--- src/rtl/sha256_padder.sv ---
// SHA-256 message padder: packs big-endian 32-bit words into padded 512-bit blocks.
// Optional macro SHA256_PAD_BYTE_EN: honour in_bytes on the last word; otherwise every last word is full.
module sha256_padder (
  input  logic         clk,
  input  logic         reset_n,
  input  logic         in_valid,
  output logic         in_ready,
  input  logic [31:0]  in_data,
  input  logic         in_last,
  input  logic [1:0]   in_bytes,
  output logic         blk_valid,
  input  logic         blk_ready,
  output logic [511:0] blk_data,
  output logic         blk_first,
  output logic         blk_last
);

  typedef enum logic [1:0] {FILL, EMIT, EXTRA} state_t;

  state_t       state_q, state_d;
  logic [511:0] data_q, data_d;
  logic [3:0]   idx_q, idx_d;
  logic [63:0]  len_q, len_d;
  logic         first_q, first_d;
  logic         valid_q, valid_d;
  logic         bfirst_q, bfirst_d;
  logic         blast_q, blast_d;
  logic         extra_q, extra_d;
  logic         extra80_q, extra80_d;

  logic [2:0]   nbytes;
  logic [31:0]  last_word;
  logic [63:0]  len_new;
  logic         fits;
  int unsigned  j;

`ifdef SHA256_PAD_BYTE_EN
  assign nbytes = (in_bytes == 2'd0) ? 3'd4 : {1'b0, in_bytes};
`else
  logic unused_bytes;
  assign unused_bytes = ^in_bytes;
  assign nbytes       = 3'd4;
`endif

  // Partial last word: keep leading bytes and drop the 0x80 marker right after them.
  always_comb begin
    case (nbytes)
      3'd1:    last_word = {in_data[31:24], 24'h80_0000};
      3'd2:    last_word = {in_data[31:16], 16'h8000};
      3'd3:    last_word = {in_data[31:8], 8'h80};
      default: last_word = in_data;
    endcase
  end

  assign len_new = len_q + (in_last ? {58'd0, nbytes, 3'd0} : 64'd32);
  assign j       = 32'(idx_q);
  // The 64-bit length fits only if the 0x80 marker ends up in word 13 or lower.
  assign fits    = (nbytes == 3'd4) ? (idx_q <= 4'd12) : (idx_q <= 4'd13);

  always_comb begin
    state_d   = state_q;
    data_d    = data_q;
    idx_d     = idx_q;
    len_d     = len_q;
    first_d   = first_q;
    valid_d   = valid_q;
    bfirst_d  = bfirst_q;
    blast_d   = blast_q;
    extra_d   = extra_q;
    extra80_d = extra80_q;
    case (state_q)
      FILL: begin
        if (in_valid) begin
          len_d = len_new;
          if (!in_last) begin
            for (int unsigned k = 0; k < 16; k++) begin
              if (k == j) data_d[511-32*k -: 32] = in_data;
            end
            if (idx_q == 4'd15) begin
              idx_d    = '0;
              state_d  = EMIT;
              valid_d  = 1'b1;
              bfirst_d = first_q;
              blast_d  = 1'b0;
              extra_d  = 1'b0;
              first_d  = 1'b0;
            end else begin
              idx_d = idx_q + 4'd1;
            end
          end else begin
            for (int unsigned k = 0; k < 16; k++) begin
              if (k == j) begin
                data_d[511-32*k -: 32] = last_word;
              end else if (k > j) begin
                data_d[511-32*k -: 32] = ((k == j + 1) && (nbytes == 3'd4)) ? 32'h8000_0000 : 32'h0;
              end
            end
            if (fits) begin
              data_d[63:0] = len_new;
              blast_d      = 1'b1;
              extra_d      = 1'b0;
            end else begin
              blast_d = 1'b0;
              extra_d = 1'b1;
            end
            extra80_d = (idx_q == 4'd15) && (nbytes == 3'd4);
            idx_d     = '0;
            state_d   = EMIT;
            valid_d   = 1'b1;
            bfirst_d  = first_q;
            first_d   = 1'b0;
          end
        end
      end
      EMIT: begin
        if (blk_ready) begin
          if (extra_q) begin
            state_d  = EXTRA;
            data_d   = {(extra80_q ? 32'h8000_0000 : 32'h0), 416'd0, len_q};
            bfirst_d = 1'b0;
            blast_d  = 1'b1;
            extra_d  = 1'b0;
          end else begin
            state_d = FILL;
            valid_d = 1'b0;
            if (blast_q) begin
              len_d   = '0;
              first_d = 1'b1;
            end
            bfirst_d = 1'b0;
            blast_d  = 1'b0;
          end
        end
      end
      EXTRA: begin
        if (blk_ready) begin
          state_d  = FILL;
          valid_d  = 1'b0;
          len_d    = '0;
          first_d  = 1'b1;
          bfirst_d = 1'b0;
          blast_d  = 1'b0;
        end
      end
      default: state_d = FILL;
    endcase
  end

  always_ff @(posedge clk or negedge reset_n) begin
    if (!reset_n) begin
      state_q   <= FILL;
      data_q    <= '0;
      idx_q     <= '0;
      len_q     <= '0;
      first_q   <= 1'b1;
      valid_q   <= 1'b0;
      bfirst_q  <= 1'b0;
      blast_q   <= 1'b0;
      extra_q   <= 1'b0;
      extra80_q <= 1'b0;
    end else begin
      state_q   <= state_d;
      data_q    <= data_d;
      idx_q     <= idx_d;
      len_q     <= len_d;
      first_q   <= first_d;
      valid_q   <= valid_d;
      bfirst_q  <= bfirst_d;
      blast_q   <= blast_d;
      extra_q   <= extra_d;
      extra80_q <= extra80_d;
    end
  end

  assign in_ready  = (state_q == FILL);
  assign blk_valid = valid_q;
  assign blk_data  = data_q;
  assign blk_first = bfirst_q;
  assign blk_last  = blast_q;

endmodule

--- config.mk ---
export PLATFORM = sky130hd
export DESIGN_NAME = sha256_padder
export DESIGN_NICKNAME = d
export VERILOG_FILES = /design/src/rtl/sha256_padder.sv
export SDC_FILE = /design/constraint.sdc
export NUM_CORES = 1
export LEC_CHECK = 0
export ABC_AREA = 1
export CORE_MARGIN = 10
export CORE_UTILIZATION = 47
export CTS_CLUSTER_DIAMETER = 60
export DETAILED_ROUTE_END_ITERATION = 6
export PLACE_DENSITY = 0.74
export REMOVE_ABC_BUFFERS = 1
export SKIP_LAST_GASP = 1
export SLEW_MARGIN = 20
export SYNTH_ARGS = -nofsm -noshare
export SYNTH_HDL_FRONTEND = slang
export SYNTH_SLANG_ARGS = --single-unit
export TNS_END_PERCENT = 100
--- constraint.sdc ---
create_clock -name clk -period 2.8 [get_ports clk]
set_input_delay 0.56 -clock clk [delete_from_list [all_inputs] [get_ports clk]]
set_output_delay 0.56 -clock clk [all_outputs]
set_load 0.02 [all_outputs]
==> qor.yml, run 1 <==
status: "complete, no violations"
hold_path.class: "flip-flop to flip-flop"
dr.first_iter.drc_count: 3024
vias: 26400
cp_common_cell: "inv_2"
synthCells: 3324
start_kind: "flip-flop"
crit_start: "state_q[1]$_DFFE_PN0P_"
tritoncts.num_buffers: 66
final-setup-viol-count: 0
ant_nets: 0
wl_per_cell_um: 23.9
final_area_um2: 36400
antenna_found_initial: 4
htreeDepth: 3
first_global_vias: 24700
period_minus_slack_ns: 2.53
relSlewSlack_pct: 48.2
rows: 87
hold_viol_final: 0
grt_remaining_overflow: 0
syn2layout_area_growth_pct: 35.7
start_util_pct: 47.5
ys_seq_area_share_pct: 54.3
total_power_mw: 46.4
stdcell_count: 4675
slowest_stage: "dfrtp_1"
r2r_start: "state_q[1]$_DFFE_PN0P_"
synth_top_area_share_pct: 54.2
io_buffers: 552
viasPerCell: 5.64
post-dp-hpwl_mm: 77.7
leakage_nw: 16.7
slew_violations: 0
core_area_um2: 56500
worstPathCellList: "inv_1, ha_4, buf_4, nand2_1, o21ai_0, nor3_4, inv_2, nor2_4, inv_2, o22ai_1"
drt-pass1-iter-count: 7
post_synth.cell_area_avg_um2: 8.08
place_area_um2: 34100
fin_nets: 3919
arrival_ns: 2.99
ys_types: 47
path_max_fanout: 19
cts_buffer_depth: 3
worst_pin_slew_ns: 0.774
slowest_delay_ns: 0.41
drc: 0
fin_crit_sh_pct: 90.3
cp-end-kind: "flip-flop"
path_class: "flip-flop to flip-flop"
rsz0062_at_grt: "false"
fin_ws_ns: 0.271
die_h_um: 259
ir_worst_vdd_mv: 0.616
r2r_cells: 10
rrSetupSlack_ns: 0.27
r2r_end: "len_q[17]$_DFFE_PN0P_"
numClockSinks: 583
fmax_mhz: 395
crit_end: "len_q[17]$_DFFE_PN0P_"
ios: 555
die-area_um2: 67100
synth_area_leader_cell: "dfrtp_1"
synth_warnings: 0
syn_area_um2: 26900
cts_tree: "done"
clk_latency_ns: 0.62
grt_max_degree: 101
die_x_um: 259
power_density_nw_per_um2: 1270
ys_ff_latch: 583
clk_pin_slew_ns: 0.06
final_util_pct: 64.5
ys_top_cells_by_area: "dfrtp_1 (54%), nand2_1 (15%), o21ai_0 (8.5%)"
dpl.cell_count: 4556
ys.flop_type: "dfrtp_1"
synth_edf_count: 0
grt_first_pass_wirelength_mm: 163
crit_required_ns: 3.26
grtUsageTotal_pct: 32.0
clock-root-buffer: "clkbuf_16"
whs_ns: 0.476
post-place-ws_ns: 0.0434
async_flop_share_pct: 100
gp_congestion: 0.984
fin_setup_tns_ns: 0
maxCapViolCount: 0
wl_mm: 112
drive_above_1_share_pct: 8.48
clock_skew_ns: 0.0249
-- metal layers --
metal  up-vias  track usage (%)  share of wire [%]
li1      11900                -                  -
met1     12700             41.9                 40
met2      1478             48.8                 45
met3       266             7.75                 10
met4         2             16.7                5.4
met5         -                0              0.024
-- cells in the mapped netlist (2+ instances only) --
master / instances
nand2_1: 1049
dfrtp_1: 582
o21ai_0: 454
nand3_1: 336
inv_1: 208
nor2_1: 171
clkbuf_1: 146
a21oi_1: 77
buf_2: 61
xor2_1: 32
o22ai_1: 28
o31ai_1: 26
nand4_1: 18
buf_1: 16
a31oi_1: 15
ha_1: 11
inv_2: 11
nor2_2: 10
nor3_1: 10
o21ai_1: 7
o221ai_1: 7
o2111ai_1: 6
o211ai_1: 5
a22oi_1: 4
buf_4: 3
nand2_2: 3
nor3_2: 3
a21oi_2: 2
mux2i_1: 2
nor2_4: 2
or2_2: 2
xnor2_1: 2
-- power by group --
| group | total, mW | internal, mW | switching, mW | leakage (nW) |
|---|---|---|---|---|
| logic | 23.6 | 8.72 | 14.9 | 7.79 |
| clock network | 9.34 | 5.63 | 3.71 | 1.15 |
| registers | 13.5 | 11.6 | 1.88 | 7.78 |
| total | 46.4 | 25.9 | 20.5 | 16.7 |
-- repair_timing --
action,CTS,global route
hold buffers,1,0
gates resized for setup,1,0
hold endpoints to repair,36,0
endpoints found under the setup margin,1,0
buffers inserted,0,0
-- cell type report --
cell class,count,area (µm²)
Clock inverter,28,425
Antenna cell,2,5.00
Inverter,220,826
Timing Repair Buffer,704,7120
Sequential cell,583,14600
Multi-Input combinational cell,2294,10600
Fill cell,4766,20000
Clock buffer,88,1900
Tap cell,756,946
-- state kept, by name (all words and copies together) (netlist names), 2 cells and up --
register	count
blk_data	512
len_q	59
idx_q	4
state_q	2
-- worst min path at each step --
stage / start / endpoint / slack, ns / cells after the start
floorplan: reset_n / blk_data[0]$_DFFE_PN0P_ / 0.26 / 0
detailed placement: blk_data[48]$_DFFE_PN0P_ / blk_data[48]$_DFFE_PN0P_ / 0.46 / 2
global route: blk_data[1]$_DFFE_PN0P_ / blk_data[1]$_DFFE_PN0P_ / 0.49 / 2
finish: blk_data[32]$_DFFE_PN0P_ / blk_data[32]$_DFFE_PN0P_ / 0.48 / 2
global placement: blk_data[509]$_DFFE_PN0P_ / blk_data[509]$_DFFE_PN0P_ / 0.46 / 2
CTS: blk_data[316]$_DFFE_PN0P_ / blk_data[316]$_DFFE_PN0P_ / 0.48 / 2
-- cell families after synthesis --
kind of cell	share of synthesized area, %
and+or+nand+nor	24.6
buffers and inverters	6.58
adders and majority gates	0.512
AOI/OAI and AO/OA	12.8
xor gates and xnor gates	1.11
muxes	0.0745
DFF	54.3
-- placed cells by master, fill, tap and decap left out, drive strengths merged, types with 2 or more instances in the layout --
cell           instances
nand2               1052
a22oi                  4
diode                  2
o31ai                 26
dfrtp                582
a31oi                 15
or2                    2
xnor2                  2
a21boi                 2
o2111ai                6
clkdlybuf4s50        550
clkbuf                88
mux2i                  2
o22ai                 28
ha                    11
bufinv                 9
nand3                336
nand4                 19
clkinv                15
buf                  152
o21ai                461
nor2                 183
inv                  223
o221ai                 7
o211ai                 5
a21oi                 80
xor2                  32
nor3                  13
-- critical path: cells and delay by family (launching register included) --
kind / cells / cell delay [ns]
compound gates: 2 / 0.33
fa+ha+maj: 1 / 0.32
buf+inv: 4 / 0.99
flops: 1 / 0.41
simple gates: 3 / 0.31
Power figures use the tool's default switching activity.
==> run 2: changes to the inputs <==
Settings changed: ABC_CLOCK_PERIOD_IN_PS set to 2800, CTS_BUF_LIST set to sky130_fd_sc_hd__clkbuf_4 sky130_fd_sc_hd__clkbuf_8 sky130_fd_sc_hd__clkbuf_16.
==> qor.yml, run 2 (synthesis results as in run 1) <==
status: "complete, no violations"
fin_ws_ns: 0.263
fmax_mhz: 394
gp_congestion: 0.984
antenna_found_initial: 4
final_area_um2: 36500
period_minus_slack_ns: 2.54
place_area_um2: 34100
leakage_nw: 16.7
grtUsageTotal_pct: 32.0
path_class: "flip-flop to output port"
hold_viol_final: 0
clk_latency_ns: 0.61
path_max_fanout: 7
slew_violations: 0
drive_above_1_share_pct: 8.68
grt_max_degree: 101
grt_remaining_overflow: 0
cts_setup_buffers: 0
die_h_um: 259
tritoncts.num_buffers: 66
ios: 555
syn2layout_area_growth_pct: 35.8
first_global_vias: 24700
io_buffers: 552
num-fill-cells: 4764
die-area_um2: 67100
grt_first_pass_wirelength_mm: 163
clock-root-buffer: "clkbuf_16"
clk_pin_slew_ns: 0.06
whs_ns: 0.475
power_density_nw_per_um2: 1270
drt-pass1-iter-count: 7
start_kind: "flip-flop"
dr.first_iter.drc_count: 2928
maxCapViolCount: 0
relSlewSlack_pct: 49.3
cp-end-kind: "output port"
fin_setup_tns_ns: 0
arrival_ns: 1.98
core_area_um2: 56500
ant_nets: 0
rows: 87
post-place-ws_ns: 0.0434
fin_nets: 3919
clock_skew_ns: 0.0211
total_power_mw: 46.5
final-setup-viol-count: 0
vias: 26400
wl_mm: 111
post-dp-hpwl_mm: 77.7
cts_tree: "done"
start_util_pct: 47.5
htreeDepth: 3
drc: 0
numClockSinks: 583
ir_worst_vdd_mv: 0.615
hold_path.class: "flip-flop to flip-flop"
fin_crit_sh_pct: 90.6
wl_per_cell_um: 23.8
final_common_cell: "nand2_1"
cts_buffer_depth: 3
largest_reg_flops: 512
worst_pin_slew_ns: 0.759
crit_required_ns: 2.24
most-common-layout-cells: "nand2_1 (1043), dfrtp_1 (582), clkdlybuf4s50_1 (550), o21ai_0 (454), nand3_1 (336)"
viasPerCell: 5.64
die_x_um: 259
rsz0062_at_grt: "false"
==> run 2: cell types whose count changed in the layout (fill, tap and decap cells not counted) <==
cell      change
diode_2       +1
clkbuf_4      +8
clkbuf_1      -8
==> run 2: layout make-up <==
| class | count | area (µm²) | area share, % |
|---|---|---|---|
| antenna | 3 | 7.51 | 0.0206 |
| clock inverter | 28 | 425 | 1.17 |
| sequential | 583 | 14600 | 40.0 |
| tap | 756 | 946 | 2.59 |
| inverter | 220 | 826 | 2.26 |
| clock buffer | 88 | 1930 | 5.28 |
| multi-input combinational | 2294 | 10600 | 29.2 |
| timing repair buffer | 704 | 7120 | 19.5 |
==> run 2: path summary, 6_finish.rpt <==
kind,from,to,slack [ns],depth (start not counted)
min reg2reg,blk_data[32]$_DFFE_PN0P_,blk_data[32]$_DFFE_PN0P_,0.48,2
max reg2reg,state_q[1]$_DFFE_PN0P_,len_q[18]$_DFFE_PN0P_,0.28,10
min,blk_data[32]$_DFFE_PN0P_,blk_data[32]$_DFFE_PN0P_,0.48,2
max,state_q[1]$_DFFE_PN0P_,in_ready,0.26,4
max in group asynchronous,reset_n,blk_data[72]$_DFFE_PN0P_,1.36,4
min in group asynchronous,reset_n,blk_data[169]$_DFFE_PN0P_,0.50,2
==> run 2: stage by stage <==
| step | instances | utilization, % |
|---|---|---|
| floorplan | 3097 | - |
| global placement | 4556 | 60.4 |
| detailed placement | 4556 | 60.4 |
| CTS | 4673 | 64.6 |
| global route | 4675 | 64.6 |
| finish | 4676 | 64.6 |
==> run 2: metal layers <==
metal	global-route usage, %	up-vias	wire [µm]
met5	0	-	27
met4	16.6	2	6040
met3	7.85	266	11000
met2	48.9	1474	50000
met1	41.9	12700	44300
li1	-	11900	-
==> run 2: repair_timing <==
action / 4_1_cts / 5_1_grt
setup endpoints to repair: 1 / 0
resized for setup: 1 / 0
endpoints found under the hold margin: 36 / 0
hold buffers: 1 / 0
==> run 2: critical path, stage by stage (launching register included) <==
cell	delay [ns]
dfrtp_1	0.41
inv_1	0.13
ha_1	0.21
buf_4	0.20
dlygate4sd2_1	0.42
==> run 2: report_power, final <==
part / switching [mW] / internal [mW] / leakage, nW
Sequential: 1.88 / 11.6 / 7.78
Combinational: 14.9 / 8.72 / 7.79
Clock: 3.70 / 5.70 / 1.17
Total: 20.4 / 26.0 / 16.7
==> run 3: changes to the inputs <==
Settings changed: CTS_CLUSTER_SIZE set to 12, SKIP_LAST_GASP 1 to unset.
==> qor.yml, run 3 (synthesis results as in run 1) <==
r2r_end: "len_q[18]$_DFFE_PN0P_"
worstHoldStart: "blk_data[32]$_DFFE_PN0P_"
wl_mm: 110
grt_first_pass_wirelength_mm: 162
power_density_nw_per_um2: 1230
status: "complete, no violations"
post-dp-hpwl_mm: 77.7
dr.first_iter.drc_count: 2895
numClockSinks: 583
fin_setup_tns_ns: 0
r2r_cells: 10
clk_pin_slew_ns: 0.07
fin_ws_ns: 0.238
final-setup-viol-count: 0
ant_nets: 0
total_power_mw: 44.1
grtUsageTotal_pct: 31.7
grt_max_degree: 101
tritoncts.num_buffers: 57
hold_path.class: "flip-flop to flip-flop"
whs_ns: 0.479
slowest_stage: "dfrtp_1"
die_h_um: 259
cts_setup_buffers: 0
first_global_vias: 24600
arrival_ns: 2.00
start_util_pct: 47.5
worstPathCellList: "inv_1, ha_1, buf_4, dlygate4sd2_1"
drt-pass1-iter-count: 6
largest_reg_flops: 512
path_max_fanout: 7
critPathTopFamily: "buffers and inverters"
cts_buffer_depth: 3
htreeDepth: 2
most-common-layout-cells: "nand2_1 (1043), dfrtp_1 (582), clkdlybuf4s50_1 (550), o21ai_0 (454), nand3_1 (336)"
gp_congestion: 0.984
core_area_um2: 56500
viasPerCell: 5.65
period_minus_slack_ns: 2.56
crit_required_ns: 2.24
relSlewSlack_pct: 48.4
fmax_mhz: 390
antenna_found_initial: 4
drc: 0
holdPathEnd: "blk_data[32]$_DFFE_PN0P_"
ios: 555
clock-root-buffer: "clkbuf_16"
r2r_start: "state_q[1]$_DFFE_PN0P_"
drive_above_1_share_pct: 7.62
cts_tree: "done"
worst_pin_slew_ns: 0.772
path_buf_inv: 3
rrSetupSlack_ns: 0.27
clk_latency_ns: 0.63
cp-end-kind: "output port"
wl_per_cell_um: 23.8
hold_viol_final: 0
fin_nets: 3910
leakage_nw: 16.3
clock_skew_ns: 0.0232
rsz0062_at_grt: "false"
maxCapViolCount: 0
start_kind: "flip-flop"
fin_crit_sh_pct: 91.5
path_class: "flip-flop to output port"
cp.depth: 4
ir_worst_vdd_mv: 0.612
die-area_um2: 67100
grt_remaining_overflow: 0
rows: 87
slowest_delay_ns: 0.44
post-place-ws_ns: 0.0434
vias: 26200
die_x_um: 259
slew_violations: 0
hold_depth: 2
final_common_cell: "nand2_1"
syn2layout_area_growth_pct: 33.0
io_buffers: 552
-- run 3: cell types whose count changed in the layout (fill, tap and decap cells not counted), sizes merged --
cell    before  now
clkbuf      88   62
bufinv       9    1
diode        3    2
clkinv      15    7
inv        223  220
-- run 3: where the power goes --
group	internal, mW	leakage (nW)	total [mW]	switching (mW)
Clock	3.83	0.784	7.09	3.26
Combinational	8.72	7.79	23.5	14.8
Sequential	11.6	7.78	13.5	1.87
Total	24.2	16.3	44.1	19.9
-- run 3: layout make-up --
class | count | area, µm²
fillers | 4829 | 20800
clock inverters | 9 | 91.3
flip-flops and latches | 583 | 14600
inverters | 220 | 826
clock buffers | 62 | 1490
repair buffers | 704 | 7120
well taps | 756 | 946
diodes | 2 | 5.00
multi-input cells | 2294 | 10600
-- run 3: worst max-delay path by stage --
stage,from,to,slack (ns)
detailed placement,in_last,blk_data[298]$_DFFE_PN0P_,0.04
finish,state_q[0]$_DFFE_PN0P_,in_ready,0.24
global route,state_q[1]$_DFFE_PN0P_,in_ready,0.15
CTS,state_q[1]$_DFFE_PN0P_,in_ready,0.23
global placement,in_last,blk_data[288]$_DFFE_PN0P_,0.06
floorplan,state_q[1]$_DFFE_PN0P_,blk_data[511]$_DFFE_PN0P_,-3.83
-- run 3: per-stage QoR --
stage               util (%)  cells  area [µm²]
finish                  63.2   4630       35700
global route            63.2   4630       35700
CTS                     63.2   4628       35700
detailed placement      60.4   4556       34100
global placement        60.4   4556       34100
floorplan                  -   3097       25900
-- run 3: repair_timing --
| action | in CTS | in global routing |
|---|---|---|
| setup endpoints to repair | 1 | 0 |
| hold buffers | 1 | 0 |
| gates resized for setup | 1 | 0 |
| hold endpoints to repair | 36 | 0 |
-- run 3: worst min-delay path: stages (launching register included) --
cell     delay [ns]
dfrtp_1        0.34
nand2_1        0.05
nand2_1        0.06
-- run 3: layer usage --
metal	track usage [%]	wire length, µm
met5	0	27
met4	15.2	5910
met3	7.80	11300
met2	48.8	49800
met1	41.3	43300
